`config.mk`:
```
export PLATFORM = sky130hd
export DESIGN_NAME = vaelix_auth_initiator_flat
export DESIGN_NICKNAME = d
export VERILOG_FILES = /design/src/rtl/vaelix_auth_initiator_if.sv /design/src/rtl/vaelix_auth_initiator.sv /design/src/flat_wrapper.sv
export SDC_FILE = /design/constraint.sdc
export NUM_CORES = 1
export LEC_CHECK = 0
export CAP_MARGIN = 20
export CORE_MARGIN = 2
export CORE_UTILIZATION = 53
export DETAILED_ROUTE_END_ITERATION = 6
export GPL_TIMING_DRIVEN = 0
export HOLD_SLACK_MARGIN = 0.06
export PLACE_DENSITY = 0.84
export SYNTH_ARGS = -nofsm -noshare
export SYNTH_HDL_FRONTEND = slang
export SYNTH_SLANG_ARGS = --single-unit
```
`constraint.sdc`:
```
create_clock -name clk -period 3.7 [get_ports clk]
set_clock_uncertainty 0.15 [all_clocks]
set_input_delay 0.555 -clock clk [delete_from_list [all_inputs] [get_ports clk]]
set_output_delay 0.555 -clock clk [all_outputs]
set_load 0.01 [all_outputs]
```
`src/rtl/vaelix_auth_initiator_if.sv`:
```
// rtl/vaelix_auth_initiator_if.sv - signal bundle between the auth initiator and the harness/lock
//
// Signals:
//   start       launch request from the host sequencer
//   dut_uo_out  lock uo_out observed by the initiator
//   dut_rst_n   lock rst_n driven by the initiator
//   dut_ui_in   lock ui_in driven by the initiator
//   busy        sequence in progress
//   done        one-cycle pulse on PASS/FAIL entry
//   pass, fail  sticky result flags
//   retry_cnt   retries consumed in the current/last run
//   violation   sticky spurious-VERIFIED flag
// Modports: master = initiator view, slave = harness/sequencer view.
interface vaelix_auth_initiator_if;
  logic       start;
  logic [7:0] dut_uo_out;
  logic       dut_rst_n;
  logic [7:0] dut_ui_in;
  logic       busy;
  logic       done;
  logic       pass;
  logic       fail;
  logic [3:0] retry_cnt;
  logic       violation;

  modport master (
    input  start, dut_uo_out,
    output dut_rst_n, dut_ui_in, busy, done, pass, fail, retry_cnt, violation
  );

  modport slave (
    output start, dut_uo_out,
    input  dut_rst_n, dut_ui_in, busy, done, pass, fail, retry_cnt, violation
  );
endinterface

```
`src/rtl/vaelix_auth_initiator.sv`:
```
// rtl/vaelix_auth_initiator.sv - Sentinel authorization handshake initiator with bounded retries
//
// Ports:
//   clk    single rising-edge clock
//   rst_n  synchronous active-low reset
//   bus    vaelix_auth_initiator_if.master (start/dut_uo_out in; lock drive and status out)
// Optional feature: define SENTINEL_SPURIOUS_CHK_EN to enable the spurious-VERIFIED checker
// that drives bus.violation; otherwise violation is tied low.
module vaelix_auth_initiator #(
  parameter int         RST_HOLD      = 5,
  parameter logic [7:0] KEY           = 8'hB6,
  parameter logic [7:0] VERIFIED_CODE = 8'hC1,
  parameter int         TIMEOUT       = 15,
  parameter int         MAX_RETRY     = 3
) (
  input logic                     clk,
  input logic                     rst_n,
  vaelix_auth_initiator_if.master bus
);

  localparam logic [2:0] S_IDLE = 3'd0;
  localparam logic [2:0] S_HOLD = 3'd1;
  localparam logic [2:0] S_REL  = 3'd2;
  localparam logic [2:0] S_KEY  = 3'd3;
  localparam logic [2:0] S_WAIT = 3'd4;
  localparam logic [2:0] S_PASS = 3'd5;
  localparam logic [2:0] S_FAIL = 3'd6;

  localparam logic [7:0] HOLD_LAST = 8'(RST_HOLD);
  localparam logic [7:0] WAIT_LAST = 8'(TIMEOUT);
  localparam logic [3:0] RETRY_MAX = 4'(MAX_RETRY);

  logic [2:0] state_q, state_d;
  logic [7:0] cnt_q, cnt_d;
  logic [3:0] retry_q, retry_d;
  logic       launch;

  logic       dut_rst_n_q, dut_rst_n_d;
  logic [7:0] dut_ui_in_q, dut_ui_in_d;
  logic       busy_q, busy_d;
  logic       done_q, done_d;
  logic       pass_q, pass_d;
  logic       fail_q, fail_d;

  logic       match;
  assign match = (bus.dut_uo_out == VERIFIED_CODE);

  always_comb begin
    state_d = state_q;
    cnt_d   = cnt_q;
    retry_d = retry_q;
    launch  = 1'b0;
    case (state_q)
      S_IDLE, S_PASS, S_FAIL: begin
        if (bus.start) begin
          state_d = S_HOLD;
          cnt_d   = 8'd1;
          retry_d = 4'd0;
          launch  = 1'b1;
        end
      end
      S_HOLD: begin
        if (cnt_q == HOLD_LAST) state_d = S_REL;
        else                    cnt_d   = cnt_q + 8'd1;
      end
      S_REL: state_d = S_KEY;
      S_KEY: begin
        state_d = S_WAIT;
        cnt_d   = 8'd1;
      end
      S_WAIT: begin
        // A match on the final timeout cycle still counts as a pass.
        if (match) begin
          state_d = S_PASS;
        end else if (cnt_q == WAIT_LAST) begin
          if (retry_q == RETRY_MAX) begin
            state_d = S_FAIL;
          end else begin
            retry_d = retry_q + 4'd1;
            state_d = S_HOLD;
            cnt_d   = 8'd1;
          end
        end else begin
          cnt_d = cnt_q + 8'd1;
        end
      end
      default: state_d = S_IDLE;
    endcase
  end

  // Outputs are decoded from the next state so they line up with the state register.
  always_comb begin
    dut_rst_n_d = (state_d != S_HOLD);
    dut_ui_in_d = (state_d == S_KEY || state_d == S_WAIT) ? KEY : 8'h00;
    busy_d      = (state_d == S_HOLD) || (state_d == S_REL) ||
                  (state_d == S_KEY)  || (state_d == S_WAIT);
    done_d      = (state_q == S_WAIT) && (state_d == S_PASS || state_d == S_FAIL);
    pass_d      = pass_q;
    fail_d      = fail_q;
    if (launch) begin
      pass_d = 1'b0;
      fail_d = 1'b0;
    end else if (state_q == S_WAIT) begin
      if (state_d == S_PASS) pass_d = 1'b1;
      if (state_d == S_FAIL) fail_d = 1'b1;
    end
  end

  always_ff @(posedge clk) begin
    if (!rst_n) begin
      state_q     <= S_IDLE;
      cnt_q       <= 8'd0;
      retry_q     <= 4'd0;
      dut_rst_n_q <= 1'b0;
      dut_ui_in_q <= 8'h00;
      busy_q      <= 1'b0;
      done_q      <= 1'b0;
      pass_q      <= 1'b0;
      fail_q      <= 1'b0;
    end else begin
      state_q     <= state_d;
      cnt_q       <= cnt_d;
      retry_q     <= retry_d;
      dut_rst_n_q <= dut_rst_n_d;
      dut_ui_in_q <= dut_ui_in_d;
      busy_q      <= busy_d;
      done_q      <= done_d;
      pass_q      <= pass_d;
      fail_q      <= fail_d;
    end
  end

  assign bus.dut_rst_n = dut_rst_n_q;
  assign bus.dut_ui_in = dut_ui_in_q;
  assign bus.busy      = busy_q;
  assign bus.done      = done_q;
  assign bus.pass      = pass_q;
  assign bus.fail      = fail_q;
  assign bus.retry_cnt = retry_q;

`ifdef SENTINEL_SPURIOUS_CHK_EN
  // The lock's uo_out reflects what it saw one cycle earlier, so VERIFIED is only
  // legitimate when the previous cycle had the lock out of reset with the key applied.
  logic       prev_rst_n_q;
  logic [7:0] prev_ui_in_q;
  logic       violation_q;
  logic       spurious;

  assign spurious = prev_rst_n_q && match && (prev_ui_in_q != KEY);

  always_ff @(posedge clk) begin
    if (!rst_n) begin
      prev_rst_n_q <= 1'b0;
      prev_ui_in_q <= 8'h00;
      violation_q  <= 1'b0;
    end else begin
      prev_rst_n_q <= dut_rst_n_q;
      prev_ui_in_q <= dut_ui_in_q;
      if (spurious)    violation_q <= 1'b1;
      else if (launch) violation_q <= 1'b0;
    end
  end

  assign bus.violation = violation_q;
`else
  assign bus.violation = 1'b0;
`endif

endmodule

```
`src/flat_wrapper.sv`:
```
// flat-port wrapper written by rule: the top's interface ports become plain ports
module vaelix_auth_initiator_flat 
#(
  parameter int         RST_HOLD      = 5,
  parameter logic [7:0] KEY           = 8'hB6,
  parameter logic [7:0] VERIFIED_CODE = 8'hC1,
  parameter int         TIMEOUT       = 15,
  parameter int         MAX_RETRY     = 3
)
  (clk, rst_n, bus_start, bus_dut_uo_out, bus_dut_rst_n, bus_dut_ui_in, bus_busy, bus_done, bus_pass, bus_fail, bus_retry_cnt, bus_violation);
  vaelix_auth_initiator_if bus_i ();
  input logic clk;
  input logic rst_n;
  input wire logic [$bits(bus_i.start)-1:0] bus_start;
  input wire logic [$bits(bus_i.dut_uo_out)-1:0] bus_dut_uo_out;
  output wire logic [$bits(bus_i.dut_rst_n)-1:0] bus_dut_rst_n;
  output wire logic [$bits(bus_i.dut_ui_in)-1:0] bus_dut_ui_in;
  output wire logic [$bits(bus_i.busy)-1:0] bus_busy;
  output wire logic [$bits(bus_i.done)-1:0] bus_done;
  output wire logic [$bits(bus_i.pass)-1:0] bus_pass;
  output wire logic [$bits(bus_i.fail)-1:0] bus_fail;
  output wire logic [$bits(bus_i.retry_cnt)-1:0] bus_retry_cnt;
  output wire logic [$bits(bus_i.violation)-1:0] bus_violation;
  assign bus_i.start = bus_start;
  assign bus_i.dut_uo_out = bus_dut_uo_out;
  assign bus_dut_rst_n = bus_i.dut_rst_n;
  assign bus_dut_ui_in = bus_i.dut_ui_in;
  assign bus_busy = bus_i.busy;
  assign bus_done = bus_i.done;
  assign bus_pass = bus_i.pass;
  assign bus_fail = bus_i.fail;
  assign bus_retry_cnt = bus_i.retry_cnt;
  assign bus_violation = bus_i.violation;
  vaelix_auth_initiator #(.RST_HOLD(RST_HOLD), .KEY(KEY), .VERIFIED_CODE(VERIFIED_CODE), .TIMEOUT(TIMEOUT), .MAX_RETRY(MAX_RETRY)) u_core (.clk(clk), .rst_n(rst_n), .bus(bus_i));
endmodule
```
Word-level counts from Yosys, hierarchy flattened
Index checks and enable logic that the tools add are counted.

operators by class
  add/subtract/negate cells = 2
  bitwise gates (word level) = 1
  divide/modulo/power cells = 0
  multiply operators = 0
  eq/ne operators = 23
  shift operators = 0
  magnitude comparators = 0
  reductions and logical operators = 15
  multiplexer cells = 20

operator list
  operator                                                count
  2-to-1 mux 8 bit                                        6
  case mux 8 bit (4 select lines)                         1
  == test 3 bit (second input constant)                   6
  2-to-1 mux 4 bit                                        4
  2-to-1 mux 3 bit                                        5
  case mux 3 bit (5 select lines)                         1
  == test 3 x 2 -> 1 bit (second input constant)          4
  AND reduction 5 bit                                     2
  adder 8 x 1 -> 8 bit (second input constant)            1
  == test 8 x 3 -> 1 bit (second input constant)          1
  == test 8 x 4 -> 1 bit (second input constant)          1
  == test 8 bit (second input constant)                   1
  inequality test 2 bit (second input constant)           4
  case mux 4 bit (2 select lines)                         1
  == test 3 x 1 -> 1 bit (second input constant)          2
  logical OR 1 bit                                        5
  adder 4 x 1 -> 4 bit (second input constant)            1
  == test 4 x 2 -> 1 bit (second input constant)          1
  AND reduction 2 bit                                     2
  nonzero test 4 bit                                      1
  zero test 3 bit                                         1
  inequality test 3 x 1 -> 1 bit (second input constant)  1
  inequality test 3 bit (second input constant)           1
  OR reduction 3 bit                                      1
  other kinds (6)                                         7

word-level totals
  bits in read-only memories = 0
  memories kept = 0
  output and inout port bits = 18
  logic and storage cells = 70
  flip-flop bits (word level) = 28
  input port bits = 11
  memory bits (writable) = 0
  latch bits = 0

Longest topological paths before layout
Gate-level depths: netlist (run 1).

  depth after elaboration = 9
  depth in mapped cells = 7
  gate-level depth less buffers = 7

Worst setup path before layout (run 1)
OpenSTA, ideal clock, no wires.

  kind = in2reg
  start = input bus_dut_uo_out[3]
  end = register u_core.dut_rst_n_q, in the netlist u_core.bus.dut_rst_n
  stages = 6
  setup time = 120 ps
  data required time = 3430 ps
  setup slack = 1543 ps
  arrival time = 1887 ps
  cells stage by stage = nor4b_1 -> nand2_1 -> nand4_1 -> nor3b_1 -> inv_1 -> o31a_1

between the ends
  cells in the longest elaborated chain, start to end = 4

RTL lines
  what                             RTL line                      source
  start, declared                  flat_wrapper.sv:15            input wire logic [$bits(bus_i.dut_uo_out)-1:0] bus_dut_uo_out;
  == test 8 bit                    vaelix_auth_initiator.sv:46   assign match = (bus.dut_uo_out == VERIFIED_CODE);
  2-to-1 mux 3 bit                 vaelix_auth_initiator.sv:73   if (match) begin
  case mux 3 bit (5 select lines)  vaelix_auth_initiator.sv:53   case (state_q)
  inequality test 3 x 1 -> 1 bit   vaelix_auth_initiator.sv:93   dut_rst_n_d = (state_d != S_HOLD);
  end signal, assigned             vaelix_auth_initiator.sv:124  dut_rst_n_q <= dut_rst_n_d;
  end, declared                    vaelix_auth_initiator.sv:38   logic dut_rst_n_q, dut_rst_n_d;

No other way between the ends.
A chain may end at the register's enable or synchronous reset.

Worst setup path after layout (run 1)
Same ends and word-level chain as after synthesis.

==> key figures, run 1 <==
Outcome
  – Outcome: finished clean

Power and ir drop
  – Leak pwr: 0.5749 nW
  – Int Pwr: 0.3036 mW
  – Part of the power in registers: 0.570
  – Maximum vdd drop: 0.0002154 V
  – P_sw: 0.1103 mW
  – Clock network fraction of total power: 0.272
  – Logic gate share of total power: 0.158
  – Power density over the cells: 266.1 nW/um^2
  – Sw Share: 0.2665

Place
  – Gpl congestion: 0.8878
  – Port Buffers: 24
  – Hpwl dp: 2197 um

Setup path
  – CP Class: primary input to flop
  – Required time of the critical path: 3770 ps
  – Sequence of cells on the critical path: clkdlybuf4s50_1, nor4b_1, nand2_1, nand4_1, nor3b_1, inv_1, o31a_1
  – CP Max Fanout: 4
  – Startpoint class of the critical path: primary input
  – CP arrival: 2630 ps
  – Top cell family by delay on the critical path: simple AND/OR/NAND/NOR gates
  – Kind of end point of the critical path: flop
  – Worst stage delay on the critical path: 530 ps
  – Buffer and inverter count on the worst path: 2
  – Worst-path cell with the longest stage delay: sky130_fd_sc_hd__nor4b_1
  – Flop-to-flop setup slack: 1180 ps

Die
  – Die Span Y: 52.39 um
  – Area enclosed by the die boundary: 2745 um^2
  – Rows: 17
  – I/O pin total: 29
  – Starting utilization of the core area: 0.5611
  – Horizontal die dimension: 52.39 um
  – Placeable core region: 2212 um^2

GRT
  – Antenna violations before repair: 0
  – Global-route wire length before repair: 4505 um
  – Overall fraction of global-route tracks in use: 0.2198
  – Pin count of the biggest net entering global routing: 13
  – Met2 Resource Use GR: 0.4042
  – Via count of the first global-routing pass: 1090
  – M3 GR Usage: 0.02571
  – Total gr overflow: 0
  – Busiest metal layer after global routing: met2
  – Global Route met1 Usage: 0.2465

Finish
  – Flip-flop and latch area: 420.4 um^2
  – Leading cell types in the layout, fill and taps excluded: sky130_fd_sc_hd__clkdlybuf4s50_1, sky130_fd_sc_hd__dfxtp_1, sky130_fd_sc_hd__nor2_1
  – Combined area of the multi-input logic cells: 720.7 um^2
  – Fill cells: 196
  – Post-layout nets: 197
  – Most frequent standard cell in the layout excluding fill and tap cells: sky130_fd_sc_hd__clkdlybuf4s50_1
  – Area Overhead vs Synth: 25.30%
  – Antenna Cells: 0
  – Fraction of final layout cells sized beyond drive strength 1: 0.1154

Hold path
  – Type of the worst min-delay path: flop to flop

Clock network
  – # Post-CTS Setup Buffers: 0
  – Clock root buffer: sky130_fd_sc_hd__clkbuf_4
  – Number of buffers created by CTS: 3
  – CTS HTree Levels: 1
  – Clock insertion delay at the later pin of the skew report: 320 ps
  – Clock tree from TritonCTS: yes
  – Quantity of gates resized following cts: 0
  – Longest Clk Path Bufs: 2
  – CTS clock-pin slew for the worst setup and hold paths: 120 ps
  – Hold buffer count at cts: 0
  – Clock sink total: 21

STA
  – Final Hold Slack: 303.7 ps
  – Max-slew headroom: 0.3996
  – Fin crit share: 0.6912
  – Final Hold Fails: 0
  – Final max-slew violation count: 0
  – Maximum clock frequency: 0.3910 GHz
  – Slew at the pin with the worst max-slew slack: 889.3 ps
  – Setup repair after global routing missed its margin: false
  – Final number of setup-violating endpoints: 0
  – Final-layout setup total negative slack: 0 ps
  – Min Clock Period, post-route: 2557 ps

Yosys
  – Share of the yosys chip area belonging to registers: 0.3387
  – Top FF cell, synth: sky130_fd_sc_hd__dfxtp_1
  – Number of flops mapped to enable cells by yosys: 0
  – Cell count after synthesis: 151
  – Post-synthesis area per instance: 8.220 um^2
  – Post-synthesis cell area: 1241 um^2
  – Number of distinct library cells after synthesis: 45
  – Count of state elements after synthesis: 21
  – Ys async rst share: 0
  – Total of warnings raised by yosys: 0

Drt
  – Detailed-routing iteration count for the pre-antenna-repair pass: 4
  – Post-detailed-route count of antenna-violating nets: 0
  – Via/cell ratio: 5.710
  – Total via count in the routed design: 1199
  – Wire length per cell after detailed routing: 13.25 um
  – DRC violations left: 0
  – Final wirelength: 2782 um
  – Drt first-iter violations: 28

Job
  – Number of max-cap violations: 0
## area by class of cell
| cell class | count | area share |
|---|---|---|
| buffer | 12 | 0.04988 |
| timing repair buffer | 24 | 0.1545 |
| sequential | 21 | 0.2703 |
| tap | 28 | 0.02253 |
| multi-input combinational | 112 | 0.4634 |
| clock buffer | 3 | 0.01448 |
| clock inverter | 1 | 0.003218 |
| inverter | 9 | 0.02172 |
## state kept, by name (all words and copies together), names as in the netlist
signal and count:
u_core.cnt_q 8, u_core.bus.done 1, u_core.bus.busy 1, u_core.bus.fail 1
u_core.bus.retry_cnt 4, u_core.bus.dut_ui_in 1, u_core.state_q 3, u_core.bus.pass 1
u_core.bus.dut_rst_n 1
## cell families after synthesis
kind of cell | count (synthesis) | share of synthesized area
flip-flops | 21 | 0.3387
other | 1 | 0.003021
XOR/XNOR | 6 | 0.04234
buffers and inverters | 21 | 0.08972
AND/OR/NAND/NOR | 69 | 0.3175
AO/OA/AOI/OAI | 30 | 0.1784
adder cells (fa/ha/maj) | 3 | 0.03025
## per-layer routing
metal | share of wire | vias up
met5 | 0 | -
met4 | 0.019 | 0
met3 | 0.040 | 5
met2 | 0.52 | 28
met1 | 0.43 | 569
li1 | - | 597
## Yosys cell counts (5+ instances only)
| cell type | instances | share of area |
|---|---|---|
| sky130_fd_sc_hd__nor2b_1 | 6 | 0.030 |
| sky130_fd_sc_hd__a21oi_1 | 8 | 0.032 |
| sky130_fd_sc_hd__inv_1 | 9 | 0.027 |
| sky130_fd_sc_hd__nand4_1 | 5 | 0.025 |
| sky130_fd_sc_hd__nor3_1 | 7 | 0.028 |
| sky130_fd_sc_hd__nand2_1 | 6 | 0.018 |
| sky130_fd_sc_hd__xnor2_1 | 5 | 0.035 |
| sky130_fd_sc_hd__buf_4 | 8 | 0.048 |
| sky130_fd_sc_hd__dfxtp_1 | 21 | 0.34 |
| sky130_fd_sc_hd__nor2_1 | 12 | 0.036 |
| sky130_fd_sc_hd__nand3_1 | 11 | 0.044 |
## power groups by stage
stage | clock network, mW | logic [mW] | registers, mW
floorplan | 0 | 0.0397 | 0.241
global placement | 0 | 0.0622 | 0.240
detailed placement | 0 | 0.0646 | 0.241
CTS | 0.115 | 0.0651 | 0.236
global route | 0.121 | 0.0719 | 0.237
finish | 0.113 | 0.0654 | 0.236
## per-stage QoR
| stage | std cells | utilization | power (mW) | setup WS [ps] | area [um^2] |
|---|---|---|---|---|---|
| detailed placement | 206 | 0.6906 | 0.3055 | 795.4 | 1528 |
| global route | 210 | 0.7031 | 0.4300 | 903.9 | 1555 |
| global placement | 206 | 0.6906 | 0.3024 | 852.1 | 1528 |
| floorplan | 154 | - | 0.2805 | 1543 | 1252 |
| finish | 210 | 0.7031 | 0.4139 | 1143 | 1555 |
| CTS | 210 | 0.7031 | 0.4158 | 1149 | 1555 |
## worst min-delay path: stages, from the launching register on
cell and delay [ps]:
sky130_fd_sc_hd__dfxtp_1 320, sky130_fd_sc_hd__inv_1 50, sky130_fd_sc_hd__a21oi_1 50
## worst paths after layout
| check | end | depth (start not counted) | startpoint |
|---|---|---|---|
| setup reg to reg | u_core.cnt_q[1] | 6 | u_core.state_q[0] |
| hold / removal | u_core.bus.pass | 2 | u_core.bus.pass |
| setup / recovery | u_core.bus.dut_rst_n | 7 | bus_dut_uo_out[3] |
| hold reg to reg | u_core.bus.pass | 2 | u_core.bus.pass |
(Power assumes the default switching activity.)
==> run 2: changes to the inputs <==
--- a/config.mk
+++ b/config.mk
@@ -7,11 +7,11 @@
 export LEC_CHECK = 0
 export CAP_MARGIN = 20
 export CORE_MARGIN = 2
-export CORE_UTILIZATION = 53
+export CORE_UTILIZATION = 49
 export DETAILED_ROUTE_END_ITERATION = 6
 export GPL_TIMING_DRIVEN = 0
 export HOLD_SLACK_MARGIN = 0.06
-export PLACE_DENSITY = 0.84
+export PLACE_DENSITY = 0.79
 export SYNTH_ARGS = -nofsm -noshare
 export SYNTH_HDL_FRONTEND = slang
 export SYNTH_SLANG_ARGS = --single-unit
==> constraint.sdc (replaced) <==
create_clock -name clk -period 2.4 [get_ports clk]
set_clock_uncertainty 0.15 [all_clocks]
set_input_delay 0.36 -clock clk [delete_from_list [all_inputs] [get_ports clk]]
set_output_delay 0.36 -clock clk [all_outputs]
set_load 0.01 [all_outputs]
==> run 2 against run 1 <==
Compared with the run above: largest power group unchanged; worst setup slack worse by 990 ps; critical path depth unchanged; worst hold slack better by 3.9 ps; largest cell class unchanged; wire length up 7.2%; sequential share of layout area down 0.76 points; cell area up 2.9%.
==> key figures, run 2 (synthesis results as in run 1) <==
Outcome
  – Outcome: finished clean

STA
  – Setup repair after global routing missed its margin: false
  – Min Clock Period, post-route: 2247 ps
  – Final Hold Fails: 0 (unchanged)
  – Final Hold Slack: 307.6 ps (+3.915 ps)
  – Max-slew headroom: 0.4196 (+0.02001)
  – Final max-slew violation count: 0 (unchanged)
  – Maximum clock frequency: 0.4451 GHz
  – Final number of setup-violating endpoints: 0 (unchanged)
  – Fin crit share: 0.9361
  – Slew at the pin with the worst max-slew slack: 859.7 ps (-29.63 ps)

GRT
  – Pin count of the biggest net entering global routing: 13 (unchanged)
  – Via count of the first global-routing pass: 1027 (-5.8%)
  – Total gr overflow: 0 (unchanged)
  – Antenna violations before repair: 0 (unchanged)
  – Global-route wire length before repair: 4485 um (-0.44%)
  – Overall fraction of global-route tracks in use: 0.2119 (-0.007848)

Setup path
  – Launching point of the worst reg2reg path: u_core.cnt_q[0]
  – Required time of the critical path: 2490 ps (-1280 ps)
  – Cell count of the worst reg-to-reg path: 7 (+1)
  – First element of the critical path: u_core.cnt_q[0]
  – Startpoint class of the critical path: flop
  – Capture point of the critical path: u_core.cnt_q[7]
  – Flop-to-flop setup slack: 150 ps (-1030 ps)
  – CP Class: flop to flop
  – CP Max Fanout: 8 (+4)
  – CP arrival: 2340 ps (-290 ps)
  – Kind of end point of the critical path: flop
  – Worst reg2reg path endpoint: u_core.cnt_q[7]

Place
  – Gpl congestion: 0.9088 (+2.4%)
  – Hpwl dp: 2262 um (+3.0%)
  – Port Buffers: 24 (unchanged)

Clock network
  – CTS HTree Levels: 1 (unchanged)
  – Clock root buffer: sky130_fd_sc_hd__clkbuf_4
  – # Post-CTS Setup Buffers: 0 (unchanged)
  – Longest Clk Path Bufs: 2 (unchanged)
  – CTS clock-pin slew for the worst setup and hold paths: 120 ps (about the same)
  – Clock sink total: 21 (unchanged)
  – Clock tree from TritonCTS: yes
  – Clock insertion delay at the later pin of the skew report: 310 ps (about the same)
  – Number of buffers created by CTS: 3 (unchanged)

Die
  – Placeable core region: 2432 um^2 (+10%)
  – Die Span Y: 54.33 um (+3.7%)
  – Starting utilization of the core area: 0.5103 (-0.05080)
  – Area enclosed by the die boundary: 2952 um^2 (+7.5%)
  – I/O pin total: 29 (unchanged)
  – Horizontal die dimension: 54.33 um (+3.7%)
  – Rows: 18 (+1)

Power and ir drop
  – Sw Share: 0.2689 (+0.002470)
  – Leak pwr: 0.5954 nW (+3.6%)
  – Clock network fraction of total power: 0.273 (about the same)
  – Int Pwr: 0.4684 mW (+54%)
  – Logic gate share of total power: 0.160 (+0.002)
  – P_sw: 0.1723 mW (+56%)
  – Maximum vdd drop: 0.0003181 V (+48%)
  – Design Power: 0.6408 mW (+55%)
  – Part of the power in registers: 0.567 (-0.003)
  – Power density over the cells: 400.4 nW/um^2 (+50%)

Drt
  – Wire length per cell after detailed routing: 14.06 um (+6.1%)
  – Total via count in the routed design: 1167 (-2.7%)
  – Final wirelength: 2981 um (+7.2%)
  – DRC violations left: 0 (unchanged)
  – Detailed-routing iteration count for the pre-antenna-repair pass: 4 (unchanged)
  – Post-detailed-route count of antenna-violating nets: 0 (unchanged)
  – Drt first-iter violations: 31 (+11%)
  – Via/cell ratio: 5.505 (-3.6%)

Finish
  – Post-layout nets: 197 (unchanged)
  – Number of flip-flops in the largest register: 8 (unchanged)
  – Largest reg by FF count: u_core.cnt_q
  – Antenna Cells: 0 (unchanged)
  – Fraction of final layout cells sized beyond drive strength 1: 0.1484 (+0.03297)
  – Leading cell types in the layout, fill and taps excluded: sky130_fd_sc_hd__clkdlybuf4s50_1, sky130_fd_sc_hd__dfxtp_1, sky130_fd_sc_hd__nor2_1
  – Fill cells: 212 (+8.2%)
  – Most frequent standard cell in the layout excluding fill and tap cells: sky130_fd_sc_hd__clkdlybuf4s50_1
  – Area Overhead vs Synth: 28.93%

Hold path
  – Type of the worst min-delay path: flop to flop

Job
  – Number of max-cap violations: 0 (unchanged)
[run 2: power by group through the flow]
stage | Combinational, mW | Sequential, mW | Clock (mW)
2_1_floorplan | 0.0612 | 0.371 | 0
3_3_place_gp | 0.0965 | 0.370 | 0
3_5_place_dp | 0.0993 | 0.371 | 0
4_1_cts | 0.0998 | 0.363 | 0.179
5_1_grt | 0.112 | 0.364 | 0.192
6_report | 0.102 | 0.363 | 0.175
[run 2: through the flow]
stage / setup slack [ps] / cells / instance area [um^2] / util / setup TNS (ps)
2_1_floorplan: 283.3 / 154 / 1252 / - / 0
3_3_place_gp: -276.1 / 208 / 1530 / 0.6291 / -1368
3_5_place_dp: -395.0 / 208 / 1530 / 0.6291 / -2356
4_1_cts: 71.90 / 212 / 1573 / 0.6466 / 0
5_1_grt: 25.03 / 212 / 1600 / 0.6579 / 0
6_report: 153.3 / 212 / 1600 / 0.6579 / 0
[run 2: metal layers]
| layer | routed length (um) | track usage | vias up |
|---|---|---|---|
| met4 | 33 | 0.08333 | 0 |
| met2 | 1550 | 0.3835 | 35 |
| li1 | - | - | 594 |
| met1 | 1264 | 0.2508 | 533 |
| met3 | 133 | 0.02732 | 5 |
| met5 | 0 | 0 | - |
[run 2: area by class of cell]
| cell class | instances | area [um^2] | area share |
|---|---|---|---|
| Tap cell | 30 | 37.54 | 0.02346 |
| Clock inverter | 1 | 5.005 | 0.003127 |
| Timing Repair Buffer | 24 | 242.7 | 0.1517 |
| Clock buffer | 3 | 22.52 | 0.01407 |
| Buffer | 12 | 77.57 | 0.04848 |
| Inverter | 9 | 33.78 | 0.02111 |
| Multi-Input combinational cell | 112 | 760.7 | 0.4754 |
| Sequential cell | 21 | 420.4 | 0.2627 |
[run 2: worst min-delay path by stage]
stage | start | endpoint | slack, ps | cells past startpoint
floorplan | u_core.cnt_q[7] | u_core.cnt_q[7] | 310 | 2
global placement | u_core.bus.pass | u_core.bus.pass | 280 | 2
detailed placement | u_core.bus.pass | u_core.bus.pass | 300 | 2
CTS | u_core.bus.pass | u_core.bus.pass | 310 | 2
global route | u_core.bus.pass | u_core.bus.pass | 340 | 2
finish | u_core.bus.pass | u_core.bus.pass | 310 | 2
[run 2: repair_timing]
item                       in CTS  in global routing
cloned                          0                  0
gates resized for setup         3                  5
setup endpoints to repair       9                 10
hold buffers                    0                  0
[run 2: worst max-delay path: stages, from the launching register on]
cell	delay, ps
sky130_fd_sc_hd__dfxtp_1	380
sky130_fd_sc_hd__ha_1	240
sky130_fd_sc_hd__and3_1	220
sky130_fd_sc_hd__nand3_1	110
sky130_fd_sc_hd__a21oi_2	120
sky130_fd_sc_hd__or2_1	280
sky130_fd_sc_hd__or4_1	510
sky130_fd_sc_hd__a21oi_1	150
==> run 3: changes to the inputs <==
--- a/config.mk
+++ b/config.mk
@@ -5,7 +5,7 @@
 export SDC_FILE = /design/constraint.sdc
 export NUM_CORES = 1
 export LEC_CHECK = 0
-export CAP_MARGIN = 20
+export CAP_MARGIN = 30
 export CORE_MARGIN = 2
 export CORE_UTILIZATION = 49
 export DETAILED_ROUTE_END_ITERATION = 6
==> results of run 3 <==
The final DEF is identical to that of run 2; final timing and power are the same.
